<file path="config.mk">
export PLATFORM = sky130hd
export DESIGN_NAME = tx_mux
export DESIGN_NICKNAME = d
export VERILOG_FILES = /design/src/rtl/tx_mux.sv
export SDC_FILE = /design/constraint.sdc
export NUM_CORES = 1
export LEC_CHECK = 0
export ABC_AREA = 1
export CELL_PAD_IN_SITES_DETAIL_PLACEMENT = 1
export CELL_PAD_IN_SITES_GLOBAL_PLACEMENT = 1
export CORE_MARGIN = 5
export CORE_UTILIZATION = 27
export DETAILED_ROUTE_END_ITERATION = 12
export PLACE_DENSITY = 0.8
export SYNTH_ARGS = -nofsm -noshare
export SYNTH_HDL_FRONTEND = slang
export SYNTH_SLANG_ARGS = --single-unit
</file>
<file path="constraint.sdc">
create_clock -name clk -period 1.2 [get_ports clk]
set_input_delay 0.24 -clock clk [delete_from_list [all_inputs] [get_ports clk]]
set_output_delay 0.24 -clock clk [all_outputs]
set_load 0.02 [all_outputs]
</file>
<file path="src/rtl/tx_mux.sv">
// Transmit symbol multiplexer: frames a byte stream as STP/data/END (EDB on underrun),
// fills idle time with IDL and, when SKP_INSERT_EN is defined, inserts COM+3xSKP ordered sets.
module tx_mux #(
  parameter int SKP_INTERVAL = 32
) (
  input  logic       clk,
  input  logic       reset,
  input  logic       enb,
  input  logic [7:0] in_data,
  input  logic       in_valid,
  input  logic       in_last,
  output logic       in_ready,
  output logic [7:0] data_out,
  output logic       k_out,
  output logic [3:0] S,
  output logic [2:0] state_dbg
);

  typedef enum logic [2:0] {
    IDLE = 3'd0,
    DATA = 3'd1,
    ENDS = 3'd2,
    SKP1 = 3'd3,
    SKP2 = 3'd4,
    SKP3 = 3'd5
  } state_t;

  // Output register packing: {symbol type, k flag, byte}
  localparam logic [12:0] SYM_COM = {4'd1, 1'b1, 8'hBC};
  localparam logic [12:0] SYM_PAD = {4'd2, 1'b1, 8'hF7};
  localparam logic [12:0] SYM_SKP = {4'd3, 1'b1, 8'h1C};
  localparam logic [12:0] SYM_STP = {4'd4, 1'b1, 8'hFB};
  localparam logic [12:0] SYM_END = {4'd6, 1'b1, 8'hFD};
  localparam logic [12:0] SYM_EDB = {4'd7, 1'b1, 8'hFE};
  localparam logic [12:0] SYM_IDL = {4'd9, 1'b1, 8'h7C};

  state_t      state;
  logic [12:0] out_reg;
  logic        skp_pending;

  // Handshake: a byte transfers on a rising edge where in_valid && in_ready;
  // in_ready is high only while enabled in DATA, and in_valid must be held until then.
  assign in_ready  = enb && (state == DATA);
  assign {S, k_out, data_out} = out_reg;
  assign state_dbg = state;

`ifdef SKP_INSERT_EN
  localparam int CW = $clog2(SKP_INTERVAL);
  localparam logic [CW-1:0] CNT_MAX = CW'(SKP_INTERVAL - 1);

  logic [CW-1:0] skp_cnt;

  assign skp_pending = (skp_cnt == CNT_MAX);

  // Saturates while a packet holds off the ordered set; restarts when COM goes out.
  always_ff @(posedge clk) begin
    if (reset) begin
      skp_cnt <= '0;
    end else if (enb) begin
      if (state == IDLE && skp_pending) begin
        skp_cnt <= '0;
      end else if (!skp_pending) begin
        skp_cnt <= skp_cnt + 1'b1;
      end
    end
  end
`else
  logic skp_unused;
  assign skp_unused  = ^SKP_INTERVAL;
  assign skp_pending = 1'b0;
`endif

  always_ff @(posedge clk) begin
    if (reset) begin
      state   <= IDLE;
      out_reg <= SYM_IDL;
    end else if (!enb) begin
      out_reg <= SYM_PAD;
    end else begin
      unique case (state)
        IDLE: begin
          if (skp_pending) begin
            out_reg <= SYM_COM;
            state   <= SKP1;
          end else if (in_valid) begin
            out_reg <= SYM_STP;
            state   <= DATA;
          end else begin
            out_reg <= SYM_IDL;
          end
        end
        DATA: begin
          if (in_valid) begin
            out_reg <= {4'd0, 1'b0, in_data};
            if (in_last) state <= ENDS;
          end else begin
            out_reg <= SYM_EDB;
            state   <= IDLE;
          end
        end
        ENDS: begin
          out_reg <= SYM_END;
          state   <= IDLE;
        end
        SKP1: begin
          out_reg <= SYM_SKP;
          state   <= SKP2;
        end
        SKP2: begin
          out_reg <= SYM_SKP;
          state   <= SKP3;
        end
        SKP3: begin
          out_reg <= SYM_SKP;
          state   <= IDLE;
        end
        default: begin
          out_reg <= SYM_IDL;
          state   <= IDLE;
        end
      endcase
    end
  end

endmodule

</file>
==> key figures, run 1 <==
Floorplan
  – Rows: 18
  – Core Box Area: 2450 µm²
  – Die width: 60.4 µm
  – Die Height: 60.4 µm
  – I/O pin count: 30
  – Die area: 3650 µm²
  – Starting Density: 28.0%

Logic synthesis
  – Synth top cells by count: 23 x nand2_1, 16 x dfxtp_1, 13 x nor2_1
  – Largest family of logic cells by synthesized area: simple AND/OR/NAND/NOR gates
  – Sequential element share of the synthesized area: 46.6%
  – Syn_area_per_cell: 7.16 µm²
  – Cell area after synthesis: 687 µm²
  – EDFF count, synth: 0
  – Cells after synthesis: 96
  – Yosys cell types: 19
  – Synth Area in Adders: 0%
  – Synth Area in XOR/XNOR: 0%
  – Main flop type after synthesis: dfxtp_1
  – Most common cell in the netlist: nand2_1
  – Post-synthesis register bit count: 16
  – Simple logic cell fraction of the synthesized area: 35.2%
  – Yosys Warn Count: 0
  – Compound-cell area share of the yosys netlist: 10.0%
  – Syn_nets: 109
  – Dominant cells by area after synthesis: dfxtp_1 47%, nand2_1 13%, nor2_1 7.1%
  – Share of the synthesized area in the top cell type: 46.6%
  – Mux contribution to synthesized area: 0%
  – Ys async rst share: 0%
  – Largest area contributor in the netlist: dfxtp_1

STA
  – RSZ-0062 raised after global routing: yes
  – Fmax: 0.762 GHz
  – Final Max Slew Viols: 0
  – Final Hold Viols: 0
  – Minimum period implied by the final worst setup slack: 1.31 ns
  – Worst Skew: 0.00355 ns
  – Final period util: 109%
  – Rel. slew slack: 82.0%
  – Post-route setup slack: -0.113 ns
  – Measured slew at the worst slew-check pin: 0.270 ns
  – Setup_tns: -0.528 ns
  – Setup violations, final: 11

Run
  – Total of max-cap violations: 0

Layout
  – FILL cells: 297
  – Nets@finish: 169
  – Multi-input gate area: 463 µm²
  – Largest register FFs: 13
  – FF+latch area: 324 µm²
  – Antenna Cells: 0
  – Area grow syn2layout: 103%
  – Share of layout cells above drive strength 1: 55.5%
  – Fin util: 56.8%

Setup path
  – CP required: 0.96 ns
  – Worst Setup Start Kind: flop
  – Crit Path Class: reg2out
  – Worst path top cell family by delay: flip-flops
  – Worst Setup End Kind: primary output
  – Buf+Inv Stages, Crit Path: 1
  – R2R cell count: 7
  – Slowest cell on the critical path: dfxtp_2
  – Stages on the worst setup path: 4
  – Crit-path max cell delay: 0.35 ns
  – Crit path DAT: 1.07 ns
  – Crit-path max FO: 2
  – Worst path cell trace: nor2_4 > nand2_2 > nor2_2 > buf_6

Min path
  – Hold Crit Class: in2reg
  – Hold depth: 3

Run status
  – Status: finished with violations
  – Failing checks: negative setup slack

GRT
  – M1 GR Usage: 18.1%
  – GR peak layer: met2
  – GR Layer Usage met3: 2.77%
  – Vias in the first global route: 1007
  – Total track usage: 18.0%
  – Gr ovfl total: 0
  – Largest net degree at the start of global routing: 10
  – GR Util met2: 35.5%
  – Initial antenna violation count: 0
  – First-pass GRT wire length: 4750 µm

Clock network
  – H-tree levels: 1
  – Clock Pin Slew Worst Setup and Hold Paths: 0.10 ns
  – Maximum clock path buffer count: 2
  – Clk_lat worst skew: 0.31 ns
  – CTS tree: yes
  – CTS root buffer: clkbuf_4
  – Hold-fix buffers at CTS: 0
  – Num CTS Buffers: 3
  – CTS Sinks: 16

Power
  – Total Power: 1.56 mW
  – LEAKAGE: 0.649 nW
  – Worst IR Drop VDD: 0.000943 V
  – Cell Pwr Density: 1120 nW/µm²

Drt
  – Wire per inst: 17.3 µm
  – DR pass1 iterations: 4
  – Vias: 887
  – ANT nets after route: 0
  – Via/cell ratio: 4.79
  – Final WL: 3200 µm
  – DR DRC count: 0
  – 1st-iter DRT viols: 6

Placement
  – RePlAce Congestion: 0.856
  – Worst slack at placement: -0.555 ns
  – Detailed placement HPWL: 1980 µm
  – IO buf count: 29
power breakdown:
part / switching [mW] / leakage (nW) / total, mW / internal (mW)
clock network: 0.201 / 0.0210 / 0.387 / 0.186
registers: 0.0159 / 0.134 / 0.588 / 0.572
logic: 0.326 / 0.494 / 0.590 / 0.264
total: 0.543 / 0.649 / 1.56 / 1.02
worst paths after layout:
check / slack (ns) / startpoint / endpoint
worst max-delay path: -0.11 / state_dbg[1]$_SDFFE_PP0P_ / in_ready
worst min register to register: 0.65 / state_dbg[1]$_SDFFE_PP0P_ / state_dbg[1]$_SDFFE_PP0P_
worst min-delay path: 0.36 / in_valid / out_reg[0]$_SDFF_PP0_
worst max register to register: -0.10 / state_dbg[1]$_SDFFE_PP0P_ / state_dbg[0]$_SDFFE_PP0P_
metal layers:
metal  wire (µm)  share of wire (%)  vias to the layer above
met1        1200                 38                      430
met5           0                  0                        -
met4         121                3.8                        0
met2        1720                 54                       28
met3         160                5.0                        9
li1            -                  -                      420
cell families after synthesis:
kind of cell	Yosys count
AND/OR/NAND/NOR	53
flip-flops	16
buffers and inverters	14
AO/OA/AOI/OAI	13
cell usage in the layout (no fill, tap or decap), drive strengths merged, types with 2 or more instances in the layout:
cell | netlist | final
buf | 1 | 31
nand2 | 25 | 25
nor2 | 17 | 17
dfxtp | 16 | 16
clkbuf | 0 | 13
inv | 13 | 13
clkdlybuf4s50 | 0 | 10
o21ai | 8 | 8
nand3 | 7 | 7
clkdlybuf4s15 | 0 | 4
a21oi | 3 | 3
nand4 | 2 | 2
worst reg2reg max path, stage by stage (launching register included):
cell	delay [ns]
dfxtp_2	0.35
buf_6	0.14
nor2_4	0.23
nand3_4	0.17
nand2_4	0.11
nor2_4	0.04
nor2_1	0.10
nor2_1	0.05
what timing repair did:
action	in CTS	in global routing
endpoints found under the hold margin	0	0
setup endpoints to repair	32	30
resized for setup	77	41
setup buffers	5	6
pin swaps	9	14
cell type report:
type,count,area share [%]
Timing Repair Buffer,56,34.2
Tap cell,30,2.69
Inverter,13,4.04
Clock buffer,4,2.60
Multi-Input combinational cell,66,33.2
Sequential cell,16,23.2
stage by stage:
stage | hold slack, ns | std cells | area, µm²
floorplan | 0.302 | 96 | 691
global placement | 0.617 | 171 | 1140
detailed placement | 0.623 | 171 | 1140
CTS | 0.492 | 180 | 1300
global route | 0.388 | 185 | 1390
finish | 0.359 | 185 | 1390
Power figures use the tool's default switching activity.
==> run 2, diff against run 1 <==
- ABC_AREA: 1 -> not set
- CORE_UTILIZATION: 27 -> 28
- PLACE_DENSITY: 0.8 -> 0.79
- SKIP_CTS_REPAIR_TIMING: not set -> 1
==> key figures, run 2 <==
Floorplan
  – I/O pin count: 30
  – Starting Density: 28.5%
  – Die width: 59.5 µm
  – Rows: 18
  – Die Height: 59.5 µm
  – Die area: 3540 µm²
  – Core Box Area: 2410 µm²

Layout
  – Share of layout cells above drive strength 1: 31.5%
  – FILL cells: 284
  – Nets@finish: 138
  – Antenna Cells: 0
  – Largest register FFs: 13
  – Commonest non-fill, non-tap cell in the layout: buf_4
  – Area grow syn2layout: 86.1%
  – Commonest cells after routing, fill and taps aside: 16 x buf_4, 14 x dlymetal6s2s_1, 13 x dfxtp_1
  – Fin util: 53.0%

Logic synthesis
  – Sequential element share of the synthesized area: 46.7%
  – Syn_nets: 90
  – EDFF count, synth: 0
  – Yosys Warn Count: 0
  – Largest area contributor in the netlist: dfxtp_1
  – Main flop type after synthesis: dfxtp_1
  – Yosys cell types: 29
  – Syn_area_per_cell: 8.90 µm²
  – Dominant cells by area after synthesis: dfxtp_1 47%, nand2b_1 4.6%, a21oi_1 4.4%
  – Share of the synthesized area in the top cell type: 46.7%
  – Most common cell in the netlist: dfxtp_1
  – Synth top cells by count: 16 x dfxtp_1, 6 x a21oi_1, 6 x clkbuf_1
  – Cell area after synthesis: 686 µm²
  – Post-synthesis register bit count: 16
  – Ys async rst share: 0%
  – Cells after synthesis: 77

Setup path
  – Worst Setup Start Kind: flop
  – Worst Setup End Kind: flop
  – Crit-path max FO: 4
  – CP required: 1.40 ns
  – Crit path DAT: 1.62 ns
  – Crit Path Class: reg2reg

STA
  – Final Max Slew Viols: 0
  – Post-route setup slack: -0.219 ns
  – Rel. slew slack: 81.6%
  – Setup_tns: -0.961 ns
  – Fmax: 0.705 GHz
  – Minimum period implied by the final worst setup slack: 1.42 ns
  – Worst Skew: 0.00770 ns
  – RSZ-0062 raised after global routing: yes
  – Measured slew at the worst slew-check pin: 0.275 ns
  – Final period util: 118%
  – Setup violations, final: 12
  – Final Hold Viols: 0

Drt
  – Via/cell ratio: 4.98
  – Vias: 767
  – DR DRC count: 0
  – Final WL: 2540 µm
  – ANT nets after route: 0
  – 1st-iter DRT viols: 4
  – DR pass1 iterations: 4
  – Wire per inst: 16.5 µm

GRT
  – Initial antenna violation count: 0
  – First-pass GRT wire length: 3380 µm
  – Total track usage: 12.7%
  – Gr ovfl total: 0
  – Largest net degree at the start of global routing: 17
  – Vias in the first global route: 733

Power
  – Power share of the combinational group: 26.2%
  – Sw power: 0.365 mW
  – Total Power: 1.29 mW
  – Worst IR Drop VDD: 0.000663 V
  – P_int: 0.922 mW
  – LEAKAGE: 0.615 nW
  – Sequential share of power: 43.9%
  – Net Sw Frac: 28.4%
  – Cell Pwr Density: 1010 nW/µm²
  – Clock power frac: 29.9%

Clock network
  – Clock Pin Slew Worst Setup and Hold Paths: 0.11 ns
  – Clk_lat worst skew: 0.31 ns
  – CTS root buffer: clkbuf_4
  – CTS Sinks: 16
  – H-tree levels: 1
  – CTS tree: yes
  – Num CTS Buffers: 3
  – Maximum clock path buffer count: 2

Run status
  – Status: finished with violations
  – Failing checks: negative setup slack

Placement
  – RePlAce Congestion: 0.797
  – Worst slack at placement: -0.605 ns
  – Detailed placement HPWL: 1570 µm
  – IO buf count: 29

Run
  – Total of max-cap violations: 0

Min path
  – Hold Crit Class: in2reg
run 2: changes by cell type in the layout (fill, tap and decap cells not counted), sizes merged, moves of 3 or more:
cell	previous run	this run
nand3	7	0
nand2b	0	5
nand2	25	2
clkdlybuf4s15	4	0
nor3	1	4
a21oi	3	6
inv	13	3
dlymetal6s2s	1	14
nor2	17	3
clkbuf	13	4
buf	31	24
run 2: logic make-up after synthesis:
logic type,after synthesis,share of synthesized area [%]
buffers and inverters,9,4.93
and+or+nand+nor,25,22.6
DFF,16,46.7
AOI/OAI and AO/OA,27,25.7
run 2: cell type report:
cell class | count | area [µm²] | share of cell area [%]
Clock buffer | 4 | 36.3 | 2.84
Inverter | 3 | 11.3 | 0.882
Multi-Input combinational cell | 52 | 364 | 28.5
Sequential cell | 16 | 329 | 25.8
Tap cell | 30 | 37.5 | 2.94
Timing Repair Buffer | 49 | 498 | 39.0
run 2: per-layer routing:
metal  track usage, %  up-vias  share of wire (%)
met1             15.4      362                 40
met4             5.83        0                2.3
met3             4.14        8                6.5
met5                0        -                  0
met2             20.3       28                 51
li1                 -      369                  -
run 2: path summary, 6_finish.rpt:
path,start,to,slack [ns],cells after the start
max,state_dbg[2]$_SDFFE_PP0P_,out_reg[4]$_SDFF_PP1_,-0.22,3
min,in_valid,out_reg[8]$_SDFF_PP1_,0.46,3
max reg2reg,state_dbg[2]$_SDFFE_PP0P_,out_reg[4]$_SDFF_PP1_,-0.22,3
min reg2reg,state_dbg[2]$_SDFFE_PP0P_,out_reg[11]$_SDFF_PP0_,0.62,2
run 2: worst max-delay path: stages (launching register included):
cell     delay (ns)
dfxtp_4        0.38
or3b_4         0.40
or3_4          0.33
or2_1          0.20
run 2: power groups by stage:
stage	Clock [mW]	Sequential, mW	Combinational (mW)
floorplan	0	0.616	0.0967
global placement	0	0.579	0.277
detailed placement	0	0.580	0.285
CTS	0.387	0.568	0.287
global route	0.417	0.569	0.359
finish	0.384	0.565	0.338
run 2: per-stage QoR:
step	hold slack [ns]	area, µm²	cells
after floorplan	0.340	697	77
after global placement	0.575	1100	143
after detailed placement	0.588	1100	143
after CTS	0.491	1130	147
after global routing	0.452	1280	154
final	0.457	1280	154
